## src/rtl/dc6xx_spad.sv

```systemverilog
// Scratchpad register-file stage: TMP/GPR/IPR banks behind the SPA decoder,
// with R/M operand latches and a post-reset clear sequence.
module dc6xx_spad #(
    parameter int WIDTH       = 32,
    parameter int INIT_CYCLES = 16
) (
    input  logic             m_clk_l,
    input  logic             reset_h,
    input  logic             d_clk_en_h,
    input  logic             phase_h,
    input  logic [3:0]       rspa_h,
    input  logic [3:0]       mspa_h,
    input  logic             rcs_tmp_l,
    input  logic             rcs_gpr_l,
    input  logic             rcs_ipr_l,
    input  logic             mcs_tmp_l,
    input  logic [WIDTH-1:0] wbus_h,
    output logic [WIDTH-1:0] rbus_h,
    output logic [WIDTH-1:0] mbus_h,
    output logic             init_busy_h
);

    typedef enum logic {
        INIT,
        RUN
    } state_t;

    state_t             state_q, state_d;
    logic [3:0]         cnt_q, cnt_d;
    logic [WIDTH-1:0]   rbus_q, rbus_d;
    logic [WIDTH-1:0]   mbus_q, mbus_d;

    logic [WIDTH-1:0]   tmpShared [8];
    logic [WIDTH-1:0]   tmpRPriv  [8];
    logic [WIDTH-1:0]   tmpMPriv  [8];
    logic [WIDTH-1:0]   gpr       [16];
    logic [WIDTH-1:0]   ipr       [16];

    logic [WIDTH-1:0]   rTmpData, mTmpData, rRead, mRead;
    logic               doClear, doWrite;

    // Address bit 3 selects the port-private TMP half; 0-7 is shared by both ports.
    always_comb begin
        rTmpData = rspa_h[3] ? tmpRPriv[rspa_h[2:0]] : tmpShared[rspa_h[2:0]];
        mTmpData = mspa_h[3] ? tmpMPriv[mspa_h[2:0]] : tmpShared[mspa_h[2:0]];

        if (!rcs_gpr_l)
            rRead = gpr[rspa_h];
        else if (!rcs_ipr_l)
            rRead = ipr[rspa_h];
        else if (!rcs_tmp_l)
            rRead = rTmpData;
        else
            rRead = '1;

        mRead = !mcs_tmp_l ? mTmpData : '1;
    end

    always_comb begin
        state_d = state_q;
        cnt_d   = cnt_q;
        rbus_d  = rbus_q;
        mbus_d  = mbus_q;
        case (state_q)
            INIT: begin
                cnt_d  = cnt_q + 4'd1;
                rbus_d = '0;
                mbus_d = '0;
                if (cnt_q == 4'(INIT_CYCLES - 1))
                    state_d = RUN;
            end
            RUN: begin
                if (d_clk_en_h && !phase_h) begin
                    rbus_d = rRead;
                    mbus_d = mRead;
                end
            end
            default: state_d = INIT;
        endcase
    end

    always_ff @(posedge m_clk_l) begin
        if (reset_h) begin
            state_q <= INIT;
            cnt_q   <= '0;
            rbus_q  <= '0;
            mbus_q  <= '0;
        end else begin
            state_q <= state_d;
            cnt_q   <= cnt_d;
            rbus_q  <= rbus_d;
            mbus_q  <= mbus_d;
        end
    end

    assign doClear = !reset_h && (state_q == INIT);
    assign doWrite = !reset_h && (state_q == RUN) && d_clk_en_h && phase_h;

    // Both TMP ports may target the same shared word; the data is identical then.
    always_ff @(posedge m_clk_l) begin
        if (doClear) begin
            gpr[cnt_q] <= '0;
            ipr[cnt_q] <= '0;
            if (cnt_q[3]) begin
                tmpRPriv[cnt_q[2:0]] <= '0;
                tmpMPriv[cnt_q[2:0]] <= '0;
            end else begin
                tmpShared[cnt_q[2:0]] <= '0;
            end
        end else if (doWrite) begin
            if (!rcs_gpr_l)
                gpr[rspa_h] <= wbus_h;
            if (!rcs_ipr_l)
                ipr[rspa_h] <= wbus_h;
            if (!rcs_tmp_l) begin
                if (rspa_h[3])
                    tmpRPriv[rspa_h[2:0]] <= wbus_h;
                else
                    tmpShared[rspa_h[2:0]] <= wbus_h;
            end
            if (!mcs_tmp_l) begin
                if (mspa_h[3])
                    tmpMPriv[mspa_h[2:0]] <= wbus_h;
                else
                    tmpShared[mspa_h[2:0]] <= wbus_h;
            end
        end
    end

    assign rbus_h      = rbus_q;
    assign mbus_h      = mbus_q;
    assign init_busy_h = (state_q == INIT);

endmodule
```

## config.mk

```make
export PLATFORM = sky130hd
export DESIGN_NAME = dc6xx_spad
export DESIGN_NICKNAME = d
export VERILOG_FILES = /design/src/rtl/dc6xx_spad.sv
export SDC_FILE = /design/constraint.sdc
export NUM_CORES = 2
export LEC_CHECK = 0
export CORE_ASPECT_RATIO = 2
export CORE_MARGIN = 2
export CORE_UTILIZATION = 60
export CTS_BUF_LIST = sky130_fd_sc_hd__clkbuf_4
export CTS_CLUSTER_DIAMETER = 40
export DETAILED_ROUTE_END_ITERATION = 10
export PLACE_DENSITY = 0.84
export SYNTH_ARGS = -nofsm -noshare
export SYNTH_HDL_FRONTEND = slang
export SYNTH_SLANG_ARGS = --single-unit
```

## constraint.sdc

```tcl
create_clock -name m_clk_l -period 4.5 [get_ports m_clk_l]
set_clock_uncertainty 0.15 [all_clocks]
set_input_delay 0.45 -clock m_clk_l [delete_from_list [all_inputs] [get_ports m_clk_l]]
set_output_delay 0.45 -clock m_clk_l [all_outputs]
set_load 0.005 [all_outputs]
```

# --- After elaboration in Yosys (flattened, before gate mapping) ---
# Memories as Yosys holds them, arrays and structs flattened.
# Index checks and enable logic that the tools add are counted.
op_classes:
  mux: 63
  n_eq_ne: 2
  multipliers: 0
  n_div: 0
  n_addsub: 1
  order_cmp: 0
  bitwise_logic: 1
  shifts: 0
  reduce_logical: 12
op_table:
  columns: ["op", "count"]
  rows:
  - ["$mux 32", 13]
  - ["$reduce_or 32->1", 5]
  - ["$pmux 32 s2", 2]
  - ["$mux 1", 43]
  - ["$mux 3", 3]
  - ["$mux 4", 2]
  - ["$logic_and 1x1->1", 5]
  - ["$add 4x1->4 const B", 1]
  - ["$eq 4x4->1 const B", 1]
  - ["$logic_not 1->1", 2]
  - ["$ne 2x1->1 const B", 1]
  - ["$not 1->1", 1]
totals:
  in_bits: 48
  register_bits: 69
  ram_bits: 1792
  n_memories: 5
  mem_bits_ro: 0
  out_inout_bits: 65
  latchBits: 0
mem_list:
  columns: ["memory", "words", "word_bits", "read_ports", "rd_clocked_by_memory_dff", "write_ports", "line", "rtl"]
  rows:
  - ["gpr", 16, 32, 1, 0, 1, "36", "logic [WIDTH-1:0] gpr [16];"]
  - ["ipr", 16, 32, 1, 0, 1, "37", "logic [WIDTH-1:0] ipr [16];"]
  - ["tmpMPriv", 8, 32, 1, 0, 1, "35", "logic [WIDTH-1:0] tmpMPriv [8];"]
  - ["tmpRPriv", 8, 32, 1, 0, 1, "34", "logic [WIDTH-1:0] tmpRPriv [8];"]
  - ["tmpShared", 8, 32, 2, 0, 2, "33", "logic [WIDTH-1:0] tmpShared [8];"]

# --- Logic depth before layout (Yosys ltp) ---
logic_depth:
  word_depth: 9
  ltp_mapped: 10

# --- Least setup slack after synthesis ---
# Ideal clock, no wire load.
synth_timing:
  path_type: "input to register"
  startpoint: "in rspa_h[1]"
  endpoint: "mem gpr[14][0], enable pin"
  setup_slack_ns: 0.603
  path_stages: 8
  n_path_buf: 5
  setup_time_ns: 0.432
  required_ns: 3.918
  arrival_time_ns: 3.315
  path_cell_list: "clkbuf_1 > buf_2 > buf_2 > buf_2 > buf_2 > nor2b_1 > nand2_1 > a21oi_1"
synth_between:
  elab_chain_cells: 1
synth_rtl:
  columns: ["element", "line", "rtl"]
  rows:
  - ["start: declaration", "11", "input logic [3:0] rspa_h,"]
  - ["$mux 4 (no source line)", null, null]
  - ["end: declaration", "36", null]
# No other way between the ends.

# --- Worst setup path after layout ---
layout_timing:
  startpoint: "reg state_q"
  endpoint: "mem gpr[9][1], enable pin"
layout_between:
  elab_chain_cells: 8
  elab_cells_between_ends: 13
  classes_between: "mux: 7; bitwise: 1; reduce/logical: 5"
layout_rtl:
  columns: ["element", "line", "rtl"]
  rows:
  - ["start: declaration", "28", "state_t state_q, state_d;"]
  - ["start signal: assignment", "89", "state_q <= state_d;"]
  - ["$logic_and 1x1->1 (3 in series)", "97", "assign doWrite = !reset_h && (state_q == RUN) && d_clk_en_h && phase_h;"]
  - ["$mux 1", "110", "end else if (doWrite) begin"]
  - ["$mux 1", "101", "if (doClear) begin"]
  - ["$mux 1 (not written as such)", "112", "gpr[rspa_h] <= wbus_h;"]
  - ["$reduce_or 32->1 (no source line)", null, null]
  - ["$mux 4 (no source line) or $mux 1 (tied branches)", null, null]
# Several ways; a longest one is shown, not always the timed one.

==> results by stage <==
Status:
- The flow ran to the end, and the final reports show no timing, DRC or antenna violations.

STA:
- The highest clock frequency the design can meet is 260 MHz.
- The summed negative setup slack over all endpoints is 0 ns.
- Counting I/O delays and the setup requirement, the final critical path takes slightly below 4 ns.
- Setup violations remaining at the end of the flow were counted as 0.
- In the post-route analysis, the smallest setup slack over all paths is roughly 0.66 ns.
- At the pin with the least slew margin, the transition time is between 1 and 1.5 ns.
- The worst pin sits at a relative slew slack of under 10%.
- The final count of hold timing violations is 0.
- The share of the clock period used by the worst path after layout is between 80 and 90%.
- The number of max-slew violations in the final report is 0.
- Setup repair after global routing left no endpoint under its margin.

Finish:
- The layout has just under 8000 filler cells.
- The final cell utilization of the core is a little under 70%.
- The design area is approximately 85000 um^2.
- Leaving out filler cells and counting taps, the final layout contains just over 6000.
- From synthesis to final layout, the design area changed by 12.1%.
- For this run, the post-layout net count is around 4300.
- The post-route netlist has 30.9% of its cells at a drive strength greater than 1.

Min path:
- The worst hold path terminates at rbus_h[8].
- The path type of the worst min-delay path is in -> reg.
- Along the worst hold path, the cell count comes to 5.
- The launch point of the worst hold path is rcs_tmp_l.

Drt:
- The sum of routed wire length over all layers is slightly above 200 mm.
- The final route contains 42012 vias.
- After detailed routing, the average wire length per cell comes to 32.6 um.
- In the routed design, unresolved DRC markers number 0.
- The vias per cell is ~6.8.
- The number of design-rule violations left by the first detailed-router iteration is ~5200.
- For this run, the detailed router's first-pass iteration total came to 9.
- In this run the remaining antenna-violating nets after routing total 0.

Global route:
- The number of global-route vias before repair came to between 40000 and 50000.
- The pin count of the biggest net entering global routing is 84.
- The number of antenna violations at the first check in global routing is 23.
- The overall track demand over capacity in global routing is a little under a third.
- The first global-routing pass estimated 291 mm of wire.
- The overflow left after global routing is 0.

Synthesis:
- The number of nets in the synthesized netlist is roughly 3900.
- For this run, the register share of the synthesized area comes to ~73%.
- In the synthesized netlist the dominant register cell turns out to be edfxtp_1.
- The post-synthesis sequential element count is between 1500 and 2000.
- The fraction of synthesized cell area taken by the top area cell type is a little under three quarters.
- A synthesized cell averages about 20 um^2.
- Counting instances in the post-synthesis netlist gives the leading cell types as edfxtp_1 (1792), mux4_2 (538), nor2b_1 (267), clkbuf_1 (174), mux2i_1 (148).
- The mapped cell area is around 76000 um^2.
- The most frequently used cell type in the post-synthesis netlist is edfxtp_1.
- The synthesized netlist contains 51 unique library cells.
- By area the synthesized netlist is led by edfxtp_1 (71%), mux4_2 (16%), nor2b_1 (2.2%), mux2i_1 (2.0%), dfxtp_1 (1.8%).
- Synthesis handed over a netlist of about 3800 instances.
- The number of synthesized flops with an enable pin is between 1500 and 2000.
- The share of synthesized flip-flops with an asynchronous set or reset is 0%.
- The Yosys step of the flow raised 0 warnings.
- The leading area contributor after synthesis is edfxtp_1.

Placement:
- The final weighted congestion of routability-driven global placement is between 0.9 and 1.
- The placed wire-length estimate is approximately 130 mm.
- The number of placed instances, taps included is about 5500.
- The post-detailed-placement cell area is ~80000 um^2.
- The number of buffers inserted by port buffering is 112.
- Before CTS, the worst setup slack after placement is between 0.3 and 0.4 ns.

Critical path:
- The destination of the worst register-to-register timing path is gpr[9][1].
- For this design, the slowest cell found on the critical path is dfxtp_1.
- The most used cell along the critical path is buf_4.
- For this run, the slowest stage of the critical path takes 0.60 ns.
- The critical path class is reg -> reg.
- The worst reg-to-reg setup slack is 0.66 ns.
- Walking the worst path, the cells encountered are nand4b_1 > buf_4 > nor2_4 > buf_4 > mux2i_1 > a32oi_1 > nor2_4 > buf_4.
- Data on the critical path is required at its endpoint by 5.17 ns.
- The number of cells on the worst reg-to-reg path is 8.
- The worst setup path is captured at a flop.
- The type of origin of the critical path is a flop.
- The biggest fanout along the worst timing path is 31.
- The startpoint of the worst register-to-register path is state_q.
- Data arrives at the worst endpoint at around 4.5 ns.

Pwr:
- The leakage power figure is just over 30 nW.
- Net switching is 22.4% of the power.
- The sequential group share of total power is between 50% and 60%.
- Across the VDD grid, the largest voltage drop is between 0.0003 and 0.0004 V.
- The switching component of the power is around 0.0073 W.
- Combinational cells account for 5.2% of the total power.
- Of the total power, the clock network draws between 30% and 40%.
- The internal power is roughly 0.025 W.
- The power density over the cells is about 380 nW/um^2.

Clock tree:
- The cell at the root of the clock tree is clkbuf_4.
- The clock-pin slew on the worst setup and hold paths is roughly 0.090 ns.
- The maximum clock path buffer count is 4.
- Clock tree synthesis inserted a total of 389 buffers.
- The clock latency on the worst-skew pair is ~1.3 ns.
- CTS saw 1861 sinks.
- The CTS tree is built.
- The number of setup buffers added after CTS is 0.
- The clock tree synthesis step divided the H-tree into 5 levels.

Floorplan:
- The die area is about 130000 um^2.
- The initial utilization of the core area, before any placement, comes to 60.4%.
- The area of the core region is about 130000 um^2.
- The die is approximately 510 um tall.
- The number of cell rows is approximately 180.
- The horizontal extent of the die is 256 um.
- The I/O pin count is around 110.

Flow run:
- The number of maximum-capacitance constraint violations is 0.
final cells by class:
class / count / area (um^2) / area share (%)
sequential: 1861 / 55200 / 64.8
multi-input combinational: 1679 / 20000 / 23.5
clock buffer: 559 / 4200 / 4.93
timing repair buffer: 299 / 2960 / 3.47
tap: 1674 / 2090 / 2.46
clock inverter: 117 / 597 / 0.701
antenna: 18 / 45.0 / 0.0529
inverter: 8 / 37.5 / 0.0441
worst max-delay path by stage:
stage,startpoint,to,slack [ns],cells past startpoint
after floorplan,rspa_h[1],gpr[14][0],0.60,8
after global placement,rcs_ipr_l,rbus_h[18],0.45,6
after detailed placement,rspa_h[0],rbus_h[18],0.39,8
after CTS,state_q,gpr[9][1],0.78,8
after global routing,state_q,gpr[9][6],0.59,8
final,state_q,gpr[9][1],0.66,8
placed cells by master (no fill, tap or decap), types with 5 or more instances in the layout:
| cell | n |
|---|---|
| a211o_1 | 6 |
| a211oi_1 | 20 |
| a21oi_1 | 42 |
| a21oi_4 | 7 |
| a221o_1 | 7 |
| a22o_1 | 5 |
| a22oi_1 | 9 |
| a31oi_1 | 19 |
| a32oi_1 | 26 |
| and2_1 | 130 |
| buf_12 | 31 |
| buf_4 | 137 |
| clkbuf_4 | 559 |
| clkdlybuf4s50_1 | 103 |
| clkinv_1 | 79 |
| clkinv_2 | 27 |
| clkinvlp_4 | 5 |
| dfxtp_1 | 69 |
| diode_2 | 18 |
| dlygate4sd3_1 | 19 |
| edfxtp_1 | 1792 |
| inv_2 | 5 |
| mux2i_1 | 148 |
| mux4_2 | 538 |
| nand2_1 | 71 |
| nand2b_1 | 6 |
| nand3_1 | 19 |
| nor2_1 | 59 |
| nor2_4 | 50 |
| nor2b_1 | 266 |
| nor3_1 | 75 |
| nor3b_1 | 8 |
| o21ai_0 | 66 |
| o21ai_4 | 8 |
| o221ai_1 | 16 |
| o22ai_1 | 30 |
| o311a_1 | 7 |
per-layer routing:
layer  track usage [%]  routed length [um]
met1              35.6               60900
met2              53.0              102000
met3              7.50               22700
met4              22.8               16600
met5             0.259                 149
critical path, delay by kind of cell (launching register included):
family | cells | cell delay, ns
buf+inv | 3 | 1.19
flops | 1 | 0.60
mux | 1 | 0.38
simple gates | 3 | 0.58
compound gates | 1 | 0.38
power by group through the flow:
stage | logic (W) | clock network (W) | registers, W
after global placement | 0.00163 | 0 | 0.0193
after CTS | 0.00167 | 0.0123 | 0.0189
final | 0.00171 | 0.0121 | 0.0189
after detailed placement | 0.00165 | 0 | 0.0193
after floorplan | 0.00100 | 0 | 0.0193
after global routing | 0.00174 | 0.0130 | 0.0189
per-stage QoR:
step | hold WS (ns) | total power (W)
floorplan | 0.352 | 0.0203
global placement | 0.353 | 0.0209
detailed placement | 0.356 | 0.0209
CTS | 0.0766 | 0.0328
global route | 0.130 | 0.0337
finish | 0.161 | 0.0328
what timing repair did:
action | CTS | global route
hold endpoints to repair | 239 | 0
hold buffers | 19 | 0
resized for setup | 0 | 0
cells by family (layout without fill, tap and decap cells):
| family | Yosys count | in the layout | synth area share, % |
|---|---|---|---|
| simple gates | 703 | 703 | 5.09 |
| xor+xnor | 3 | 3 | 0.0346 |
| mux | 690 | 690 | 18.0 |
| other cells | 0 | 18 | 0 |
| flops | 1861 | 1861 | 72.7 |
| compound gates | 282 | 282 | 2.43 |
| buf+inv | 298 | 983 | 1.80 |
| fa+ha+maj | 1 | 1 | 0.0165 |
state kept, by name (all words and copies together) (netlist names):
| register | cells |
|---|---|
| tmpMPriv | 256 |
| tmpRPriv | 256 |
| cnt_q | 4 |
| ipr | 512 |
| mbus_h | 32 |
| state_q | 1 |
| rbus_h | 32 |
| gpr | 512 |
| tmpShared | 256 |
Note: power is estimated with default switching activity, not from simulation.
